[src/rtl/xnor_conv_scheduler_if.sv]
// ---------------------------------------------------------------------------
// xnor_conv_scheduler_if
// Bundles the layer-sequencer config, the core feedback and every control
// output of the XNOR conv scheduler.
//   master : the scheduler. It takes cfg_* and core_valid and drives the rest.
//   slave  : the environment, i.e. the layer sequencer, the memories and the core.
// Signals:
//   cfg_start, cfg_num_ch_in, cfg_num_ch_out    layer config and start pulse
//   core_valid                                  core output-valid pulse
//   busy, done                                  layer status
//   weight_rd_en/addr, act_rd_en/addr           memory fetch strobes and indices
//   array_start, top_start, top_control,
//   side_control                                array control vectors
//   first_channel, last_channel                 psum FIFO flags
//   start_threshold, threshold_addr             threshold load
// ---------------------------------------------------------------------------
interface xnor_conv_scheduler_if #(
  parameter int CH_W   = 8,
  parameter int ADDR_W = 16
);
  logic              cfg_start;
  logic [CH_W-1:0]   cfg_num_ch_in;
  logic [CH_W-1:0]   cfg_num_ch_out;
  logic              core_valid;
  logic              busy;
  logic              done;
  logic              weight_rd_en;
  logic [ADDR_W-1:0] weight_addr;
  logic              act_rd_en;
  logic [ADDR_W-1:0] act_addr;
  logic              array_start;
  logic [8:0]        top_start;
  logic [8:0]        top_control;
  logic [8:0]        side_control;
  logic              first_channel;
  logic              last_channel;
  logic              start_threshold;
  logic [CH_W-1:0]   threshold_addr;

  modport master (
    input  cfg_start, cfg_num_ch_in, cfg_num_ch_out, core_valid,
    output busy, done, weight_rd_en, weight_addr, act_rd_en, act_addr,
           array_start, top_start, top_control, side_control,
           first_channel, last_channel, start_threshold, threshold_addr
  );

  modport slave (
    output cfg_start, cfg_num_ch_in, cfg_num_ch_out, core_valid,
    input  busy, done, weight_rd_en, weight_addr, act_rd_en, act_addr,
           array_start, top_start, top_control, side_control,
           first_channel, last_channel, start_threshold, threshold_addr
  );
endinterface

[src/rtl/xnor_conv_scheduler.sv]
// ---------------------------------------------------------------------------
// xnor_conv_scheduler
// Walks one XNOR conv core through a whole layer: output channels (outer) x
// input channels (inner). Each pass loads 9 weights, streams IMG_W*IMG_H
// activations while driving the array control vectors, then waits for the
// core to deliver (IMG_W-2)*(IMG_H-2) valid outputs.
// Ports:
//   clk  clock
//   rst  synchronous, active-low reset
//   bus  xnor_conv_scheduler_if.master (config in, core_valid in, all
//        control outputs out; every output is a register)
// ---------------------------------------------------------------------------
module xnor_conv_scheduler #(
  parameter int IMG_W  = 32,
  parameter int IMG_H  = 32,
  parameter int CH_W   = 8,
  parameter int ADDR_W = 16
) (
  input  logic                   clk,
  input  logic                   rst,
  xnor_conv_scheduler_if.master  bus
);

  localparam int PIX     = IMG_W * IMG_H;
  localparam int OUT_PIX = (IMG_W - 2) * (IMG_H - 2);
  localparam int COL_W   = $clog2(IMG_W);
  localparam int ROW_W   = $clog2(IMG_H);
  localparam int VC_W    = $clog2(OUT_PIX + 1);

  typedef enum logic [2:0] {IDLE, LOAD_W, STREAM, DRAIN, NEXT, DONE} state_t;

  state_t           state;
  logic [CH_W-1:0]  num_ch_in, num_ch_out;
  logic [CH_W-1:0]  ic, oc;
  logic [3:0]       k;
  logic [COL_W-1:0] col;
  logic [ROW_W-1:0] row;
  logic [VC_W-1:0]  vcount;

  logic [CH_W-1:0]  cin_eff, cout_eff, ic_nx, oc_nx;
  logic             ic_last, oc_last, last_pixel, vc_inc;

  // NOTE: every signal written here gets a value on every path (defaults
  // first), so no latch can be inferred.
  always_comb begin
    cin_eff    = (bus.cfg_num_ch_in  == '0) ? CH_W'(1) : bus.cfg_num_ch_in;
    cout_eff   = (bus.cfg_num_ch_out == '0) ? CH_W'(1) : bus.cfg_num_ch_out;
    ic_last    = (ic == num_ch_in  - CH_W'(1));
    oc_last    = (oc == num_ch_out - CH_W'(1));
    ic_nx      = ic_last ? '0 : ic + CH_W'(1);
    oc_nx      = ic_last ? oc + CH_W'(1) : oc;
    last_pixel = (col == COL_W'(IMG_W - 1)) && (row == ROW_W'(IMG_H - 1));
    // Valid pulses only count while the core can be producing this pass.
    vc_inc     = bus.core_valid && (vcount != VC_W'(OUT_PIX)) &&
                 ((state == STREAM) || (state == DRAIN));
  end

  // NOTE: sequential state uses non-blocking assignments only; outputs are
  // computed for the state being entered, so each one is a plain register.
  always_ff @(posedge clk) begin
    if (!rst) begin
      state               <= IDLE;
      num_ch_in           <= '0;
      num_ch_out          <= '0;
      ic                  <= '0;
      oc                  <= '0;
      k                   <= '0;
      col                 <= '0;
      row                 <= '0;
      vcount              <= '0;
      bus.busy            <= 1'b0;
      bus.done            <= 1'b0;
      bus.weight_rd_en    <= 1'b0;
      bus.weight_addr     <= '0;
      bus.act_rd_en       <= 1'b0;
      bus.act_addr        <= '0;
      bus.array_start     <= 1'b0;
      bus.top_start       <= '0;
      bus.top_control     <= '0;
      bus.side_control    <= '0;
      bus.first_channel   <= 1'b0;
      bus.last_channel    <= 1'b0;
      bus.start_threshold <= 1'b0;
      bus.threshold_addr  <= '0;
    end else begin
      // Single-cycle pulses default low.
      bus.done            <= 1'b0;
      bus.start_threshold <= 1'b0;
      bus.top_start       <= '0;
      if (vc_inc) vcount <= vcount + VC_W'(1);

      case (state)
        IDLE: begin
          if (bus.cfg_start) begin
            state               <= LOAD_W;
            num_ch_in           <= cin_eff;
            num_ch_out          <= cout_eff;
            ic                  <= '0;
            oc                  <= '0;
            k                   <= '0;
            bus.busy            <= 1'b1;
            bus.weight_rd_en    <= 1'b1;
            bus.weight_addr     <= '0;
            bus.first_channel   <= 1'b1;
            bus.last_channel    <= (cin_eff == CH_W'(1));
            bus.start_threshold <= (cin_eff == CH_W'(1));
            bus.threshold_addr  <= '0;
          end
        end

        LOAD_W: begin
          if (k == 4'd8) begin
            state            <= STREAM;
            bus.weight_rd_en <= 1'b0;
            bus.act_rd_en    <= 1'b1;
            bus.array_start  <= 1'b1;
            bus.act_addr     <= ADDR_W'(ic) * ADDR_W'(PIX);
            bus.top_start    <= 9'h1FF;
            bus.top_control  <= 9'h001;
            bus.side_control <= '0;
          end else begin
            k               <= k + 4'd1;
            bus.weight_addr <= bus.weight_addr + ADDR_W'(1);
          end
        end

        STREAM: begin
          if (last_pixel) begin
            state            <= DRAIN;
            bus.act_rd_en    <= 1'b0;
            bus.array_start  <= 1'b0;
            bus.top_control  <= '0;
            bus.side_control <= '0;
          end else begin
            bus.act_addr    <= bus.act_addr + ADDR_W'(1);
            bus.top_control <= {bus.top_control[7:0], bus.top_control[8]};
            if (col == COL_W'(IMG_W - 1)) begin
              col              <= '0;
              row              <= row + ROW_W'(1);
              bus.side_control <= '0;
            end else begin
              col <= col + COL_W'(1);
              // The window below-right is complete once the next pixel
              // sits at row>=2, col>=2.
              bus.side_control <= ((row >= ROW_W'(2)) && (col >= COL_W'(1))) ?
                                  9'h1FF : 9'h000;
            end
          end
        end

        DRAIN: begin
          if (vcount == VC_W'(OUT_PIX)) state <= NEXT;
        end

        NEXT: begin
          vcount <= '0;
          row    <= '0;
          col    <= '0;
          k      <= '0;
          if (ic_last && oc_last) begin
            state             <= DONE;
            bus.done          <= 1'b1;
            bus.first_channel <= 1'b0;
            bus.last_channel  <= 1'b0;
          end else begin
            state               <= LOAD_W;
            ic                  <= ic_nx;
            oc                  <= oc_nx;
            bus.weight_rd_en    <= 1'b1;
            // Pass bases are consecutive multiples of 9, so the weight
            // address simply keeps counting across passes.
            bus.weight_addr     <= bus.weight_addr + ADDR_W'(1);
            bus.first_channel   <= (ic_nx == '0);
            bus.last_channel    <= (ic_nx == num_ch_in - CH_W'(1));
            bus.start_threshold <= (ic_nx == num_ch_in - CH_W'(1));
            bus.threshold_addr  <= oc_nx;
          end
        end

        DONE: begin
          state    <= IDLE;
          bus.busy <= 1'b0;
        end

        default: state <= IDLE;
      endcase
    end
  end

endmodule

[src/flat_wrapper.sv]
// flat-port wrapper written by rule: the top's interface ports become plain ports
module xnor_conv_scheduler_flat 
#(
  parameter int IMG_W  = 32,
  parameter int IMG_H  = 32,
  parameter int CH_W   = 8,
  parameter int ADDR_W = 16
)
  (clk, rst, bus_cfg_start, bus_cfg_num_ch_in, bus_cfg_num_ch_out, bus_core_valid, bus_busy, bus_done, bus_weight_rd_en, bus_weight_addr, bus_act_rd_en, bus_act_addr, bus_array_start, bus_top_start, bus_top_control, bus_side_control, bus_first_channel, bus_last_channel, bus_start_threshold, bus_threshold_addr);
  xnor_conv_scheduler_if #(.CH_W(CH_W), .ADDR_W(ADDR_W)) bus_i ();
  input  logic clk;
  input  logic rst;
  input wire logic [$bits(bus_i.cfg_start)-1:0] bus_cfg_start;
  input wire logic [$bits(bus_i.cfg_num_ch_in)-1:0] bus_cfg_num_ch_in;
  input wire logic [$bits(bus_i.cfg_num_ch_out)-1:0] bus_cfg_num_ch_out;
  input wire logic [$bits(bus_i.core_valid)-1:0] bus_core_valid;
  output wire logic [$bits(bus_i.busy)-1:0] bus_busy;
  output wire logic [$bits(bus_i.done)-1:0] bus_done;
  output wire logic [$bits(bus_i.weight_rd_en)-1:0] bus_weight_rd_en;
  output wire logic [$bits(bus_i.weight_addr)-1:0] bus_weight_addr;
  output wire logic [$bits(bus_i.act_rd_en)-1:0] bus_act_rd_en;
  output wire logic [$bits(bus_i.act_addr)-1:0] bus_act_addr;
  output wire logic [$bits(bus_i.array_start)-1:0] bus_array_start;
  output wire logic [$bits(bus_i.top_start)-1:0] bus_top_start;
  output wire logic [$bits(bus_i.top_control)-1:0] bus_top_control;
  output wire logic [$bits(bus_i.side_control)-1:0] bus_side_control;
  output wire logic [$bits(bus_i.first_channel)-1:0] bus_first_channel;
  output wire logic [$bits(bus_i.last_channel)-1:0] bus_last_channel;
  output wire logic [$bits(bus_i.start_threshold)-1:0] bus_start_threshold;
  output wire logic [$bits(bus_i.threshold_addr)-1:0] bus_threshold_addr;
  assign bus_i.cfg_start = bus_cfg_start;
  assign bus_i.cfg_num_ch_in = bus_cfg_num_ch_in;
  assign bus_i.cfg_num_ch_out = bus_cfg_num_ch_out;
  assign bus_i.core_valid = bus_core_valid;
  assign bus_busy = bus_i.busy;
  assign bus_done = bus_i.done;
  assign bus_weight_rd_en = bus_i.weight_rd_en;
  assign bus_weight_addr = bus_i.weight_addr;
  assign bus_act_rd_en = bus_i.act_rd_en;
  assign bus_act_addr = bus_i.act_addr;
  assign bus_array_start = bus_i.array_start;
  assign bus_top_start = bus_i.top_start;
  assign bus_top_control = bus_i.top_control;
  assign bus_side_control = bus_i.side_control;
  assign bus_first_channel = bus_i.first_channel;
  assign bus_last_channel = bus_i.last_channel;
  assign bus_start_threshold = bus_i.start_threshold;
  assign bus_threshold_addr = bus_i.threshold_addr;
  xnor_conv_scheduler #(.IMG_W(IMG_W), .IMG_H(IMG_H), .CH_W(CH_W), .ADDR_W(ADDR_W)) u_core (.clk(clk), .rst(rst), .bus(bus_i));
endmodule
[config.mk]
export PLATFORM = sky130hd
export DESIGN_NAME = xnor_conv_scheduler_flat
export DESIGN_NICKNAME = d
export VERILOG_FILES = /design/src/rtl/xnor_conv_scheduler_if.sv /design/src/rtl/xnor_conv_scheduler.sv /design/src/flat_wrapper.sv
export SDC_FILE = /design/constraint.sdc
export NUM_CORES = 1
export LEC_CHECK = 0
export ABC_AREA = 1
export CORE_MARGIN = 3
export CORE_UTILIZATION = 45
export DETAILED_ROUTE_END_ITERATION = 16
export PLACE_DENSITY_LB_ADDON = 0.15
export SETUP_SLACK_MARGIN = 0.02
export SLEW_MARGIN = 10
export SYNTH_ARGS = -nofsm -noshare
export SYNTH_HDL_FRONTEND = slang
export SYNTH_SLANG_ARGS = --single-unit
[constraint.sdc]
create_clock -name clk -period 6 [get_ports clk]
set_input_delay 0.9 -clock clk [delete_from_list [all_inputs] [get_ports clk]]
set_output_delay 0.9 -clock clk [all_outputs]
set_load 0.05 [all_outputs]
==> run_results.csv <==
group,metric,value,unit
hold_path,hold_path.class,"reg -> reg",
pwr,finalPower,3.11,mW
synth,synth-edff-count,0,
place,port_buffers,94,
critical_path,critical_path.top_delay_family,"simple AND/OR/NAND/NOR gates",
synth,yosysSeqAreaShare,0.352,
pwr,peakVddDrop,0.000232,V
sta,slew_headroom,0.434,
floorplan,ioPinCount,95,
global_routing,grt_pass1_wl,25.0,mm
detailed_routing,dr.pass1.iters,4,
detailed_routing,drtIter0Drc,339,
sta,setup-tns-final,0,ns
place,gp_congestion,0.930,
global_routing,use_met2,0.320,
critical_path,cp.arrival,3.43,ns
hold_path,whs_endpoint,"u_core.bus.act_addr[4]$_SDFFE_PN0P_",
synth,synthCells,912,
layout,areaGrowthSynthToFinish,20.1,%
layout,fill_cells,1303,
sta,rsz0062_at_grt,"false",
floorplan,core,0.0133,mm2
critical_path,r2r_cells,11,
critical_path,critPathLaunch,"u_core.state[1]$_SDFFE_PN0P_",
floorplan,die_h,123,um
hold_path,worstHoldStart,"u_core.bus.act_addr[4]$_SDFFE_PN0P_",
clock_tree,cts_hold_buf,0,
layout,final_common_cell,"nand2_1",
floorplan,rows,42,
global_routing,busiest_layer,"met2",
sta,timing.final.crit_share,0.531,
clock_tree,cts.path.max_buffers,2,
clock_tree,root_buffer,"clkbuf_16",
place,postPlaceCellArea,0.00715,mm2
sta,hold_slack,0.470,ns
detailed_routing,antenna_left,0,
sta,fin_skew,0.0104,ns
pwr,p_leak,2.86,nW
detailed_routing,viasPerCell,5.13,
critical_path,crit_path_cell_trace,"inv_1 > nor3_2 > inv_2 > nor2_1 > nor2_1 > nor2_4 > inv_1 > nand2_1 > o21ai_0 > o21ai_0 > inv_1",
critical_path,worstSetupPathType,"reg -> reg",
sta,slew_viol_final,0,
global_routing,grt_util_all_layers,0.201,
global_routing,grt_pass1_vias,5339,
layout,multi_input_area,0.00333,mm2
sta,min_period,3.19,ns
detailed_routing,route.detailed.drc,0,
critical_path,worstPathMaxFanout,14,
sta,max_freq,314,MHz
critical_path,cp_slowest_stage_delay,0.69,ns
layout,nets,1018,
critical_path,r2r-start,"u_core.state[1]$_SDFFE_PN0P_",
pwr,p_per_area,418,mW/mm2
global_routing,overflow,0,
synth,synth_top_family_by_area,"simple AND/OR/NAND/NOR gates",
place,hpwlAfterDp,11.2,mm
clock_tree,tritoncts,"done",
critical_path,slowest_stage,"nor2_1",
detailed_routing,wl,15.0,mm
clock_tree,htree_levels,3,
detailed_routing,routedWlPerCell,12.9,um
layout,layout_common_cells,"nand2_1, dfxtp_1, inv_1",
clock_tree,numClockSinks,109,
clock_tree,clk_pin_slew,0.08,ns
synth,synth_cell_types,45,
run_status,status,"complete, no violations",
synth,yosys_warnings,0,
clock_tree,post_cts_resized,0,
synth,synthMuxAreaShare,0,
global_routing,antenna_found_initial,0,
floorplan,fp.dieW,123,um
synth,syn_area,0.00620,mm2
critical_path,crit_buf_inv,4,
layout,fin_util,0.558,
global_routing,grt_max_degree,50,
hold_path,hold_path_depth,2,
critical_path,worst_path_most_repeated_cell,"inv_1",
clock_tree,cts_setup_buffers,0,
sta,max_slew.worst_pin.slew,0.844,ns
global_routing,grt_util_met3,0.0416,
flow_run,maxCapViolCount,0,
synth,async_reset_ff_frac,0,
synth,ys_seq_elements,109,
synth,synthXorXnorAreaFrac,0.0319,
critical_path,timing.rr.end,"u_core.row[0]$_SDFFE_PN0P_",
clock_tree,numCtsBuffers,9,
critical_path,cp.required,6.25,ns
sta,finalSetupViolCount,0,
floorplan,initial_utilization,0.465,
critical_path,reg2reg_slack,2.81,ns
detailed_routing,vias,5967,
synth,synth_compound_area_frac,0.145,
synth,synth.net_count,948,
layout,drive_gt1_frac,0.0689,
synth,yosys.area_share.simple,0.327,
synth,synthAdderAreaFrac,0.0323,
layout,final-seq-area,0.00218,mm2
synth,synthFlopType,"dfxtp_1",
layout,final_cell_area,0.00745,mm2
critical_path,end_kind,"flip-flop",
global_routing,grt_use_met1,0.278,
floorplan,die_area,0.0152,mm2
critical_path,start_kind,"flip-flop",
synth,synth_area_per_cell,6.80,um2
layout,diodes,0,
sta,hold_violations,0,
clock_tree,insertion_delay,0.35,ns
[worst max path at each step]
| stage | endpoint | slack (ns) | cells past startpoint |
|---|---|---|---|
| 4_1_cts | u_core.row[0]$_SDFFE_PN0P_ | 2.83 | 11 |
| 3_3_place_gp | u_core.row[0]$_SDFFE_PN0P_ | 2.99 | 8 |
| 2_1_floorplan | u_core.bus.weight_addr[14]$_SDFFE_PN0P_ | 3.84 | 16 |
| 3_5_place_dp | u_core.row[0]$_SDFFE_PN0P_ | 2.86 | 11 |
| 6_report | u_core.row[0]$_SDFFE_PN0P_ | 2.81 | 11 |
| 5_1_grt | u_core.row[0]$_SDFFE_PN0P_ | 2.48 | 11 |
[flip-flops by register name, indices dropped and copies added, names as in the netlist]
| name | flops |
|---|---|
| u_core.bus.act_addr | 16 |
| u_core.bus.top_start | 1 |
| u_core.vcount | 10 |
| u_core.bus.first_channel | 1 |
| u_core.num_ch_out | 8 |
| u_core.bus.side_control | 1 |
| u_core.ic | 8 |
| u_core.bus.last_channel | 1 |
| u_core.bus.weight_rd_en | 1 |
| u_core.bus.weight_addr | 16 |
| u_core.col | 5 |
| u_core.bus.done | 1 |
| u_core.row | 5 |
| u_core.bus.start_threshold | 1 |
| u_core.bus.top_control | 9 |
| u_core.bus.act_rd_en | 1 |
| u_core.num_ch_in | 8 |
| u_core.bus.busy | 1 |
| u_core.state | 3 |
| u_core.bus.threshold_addr | 8 |
| u_core.k | 4 |
[where the power goes]
| part | switching [mW] | internal, mW | leakage, nW | total [mW] |
|---|---|---|---|---|
| combinational | 1.06 | 0.469 | 1.83 | 1.53 |
| sequential | 0.128 | 0.847 | 0.885 | 0.975 |
| clock | 0.272 | 0.336 | 0.142 | 0.608 |
[metal layers]
metal  share of wire  wire [um]
met1            0.49       7360
met2            0.46       6950
met3           0.029        440
met4           0.015        222
met5               0          0
[Yosys cell counts (4+ instances only)]
cell      instances  area, um2
nor2_2           14       87.6
buf_4            18        135
o31ai_1           4       30.0
nand3b_1          4       30.0
a21oi_1          84        420
nor3_2            4       40.0
a211oi_1          6       45.0
dfxtp_1         109       2180
nand2_1         200        751
nor4_1            7       43.8
nand4_1          17        106
nand2_2           5       31.3
o21ai_0          50        250
nand3_1          66        330
ha_1             16        200
inv_1           105        394
xor2_1           14        123
nor2_1           90        338
nor3_1           24        120
xnor2_1           6       52.6
clkbuf_1         14       52.6
inv_2            15       56.3
[cell type report]
type,count,area share
well taps,176,0.0296
multi-input cells,643,0.447
flip-flops and latches,109,0.293
inverters,123,0.0623
clock inverters,5,0.00789
repair buffers,96,0.128
clock buffers,11,0.0326
[cell families after synthesis]
kind of cell    after synthesis
simple gates                443
fa+ha+maj                    16
xor+xnor                     21
buf+inv                     160
flops                       109
compound gates              163
[stage by stage]
stage	worst slack [ns]	instances
3_3_place_gp	2.99	1147
6_report	2.81	1163
4_1_cts	2.83	1163
2_1_floorplan	3.84	912
5_1_grt	2.48	1163
3_5_place_dp	2.86	1147
[worst register-to-register path: stages, from the launching register on]
cell,delay (ns)
dfxtp_1,0.44
inv_1,0.11
nor3_2,0.65
inv_2,0.22
nor2_1,0.69
nor2_1,0.28
nor2_4,0.21
inv_1,0.09
nand2_1,0.16
o21ai_0,0.11
o21ai_0,0.08
inv_1,0.05
(Power assumes the default switching activity.)
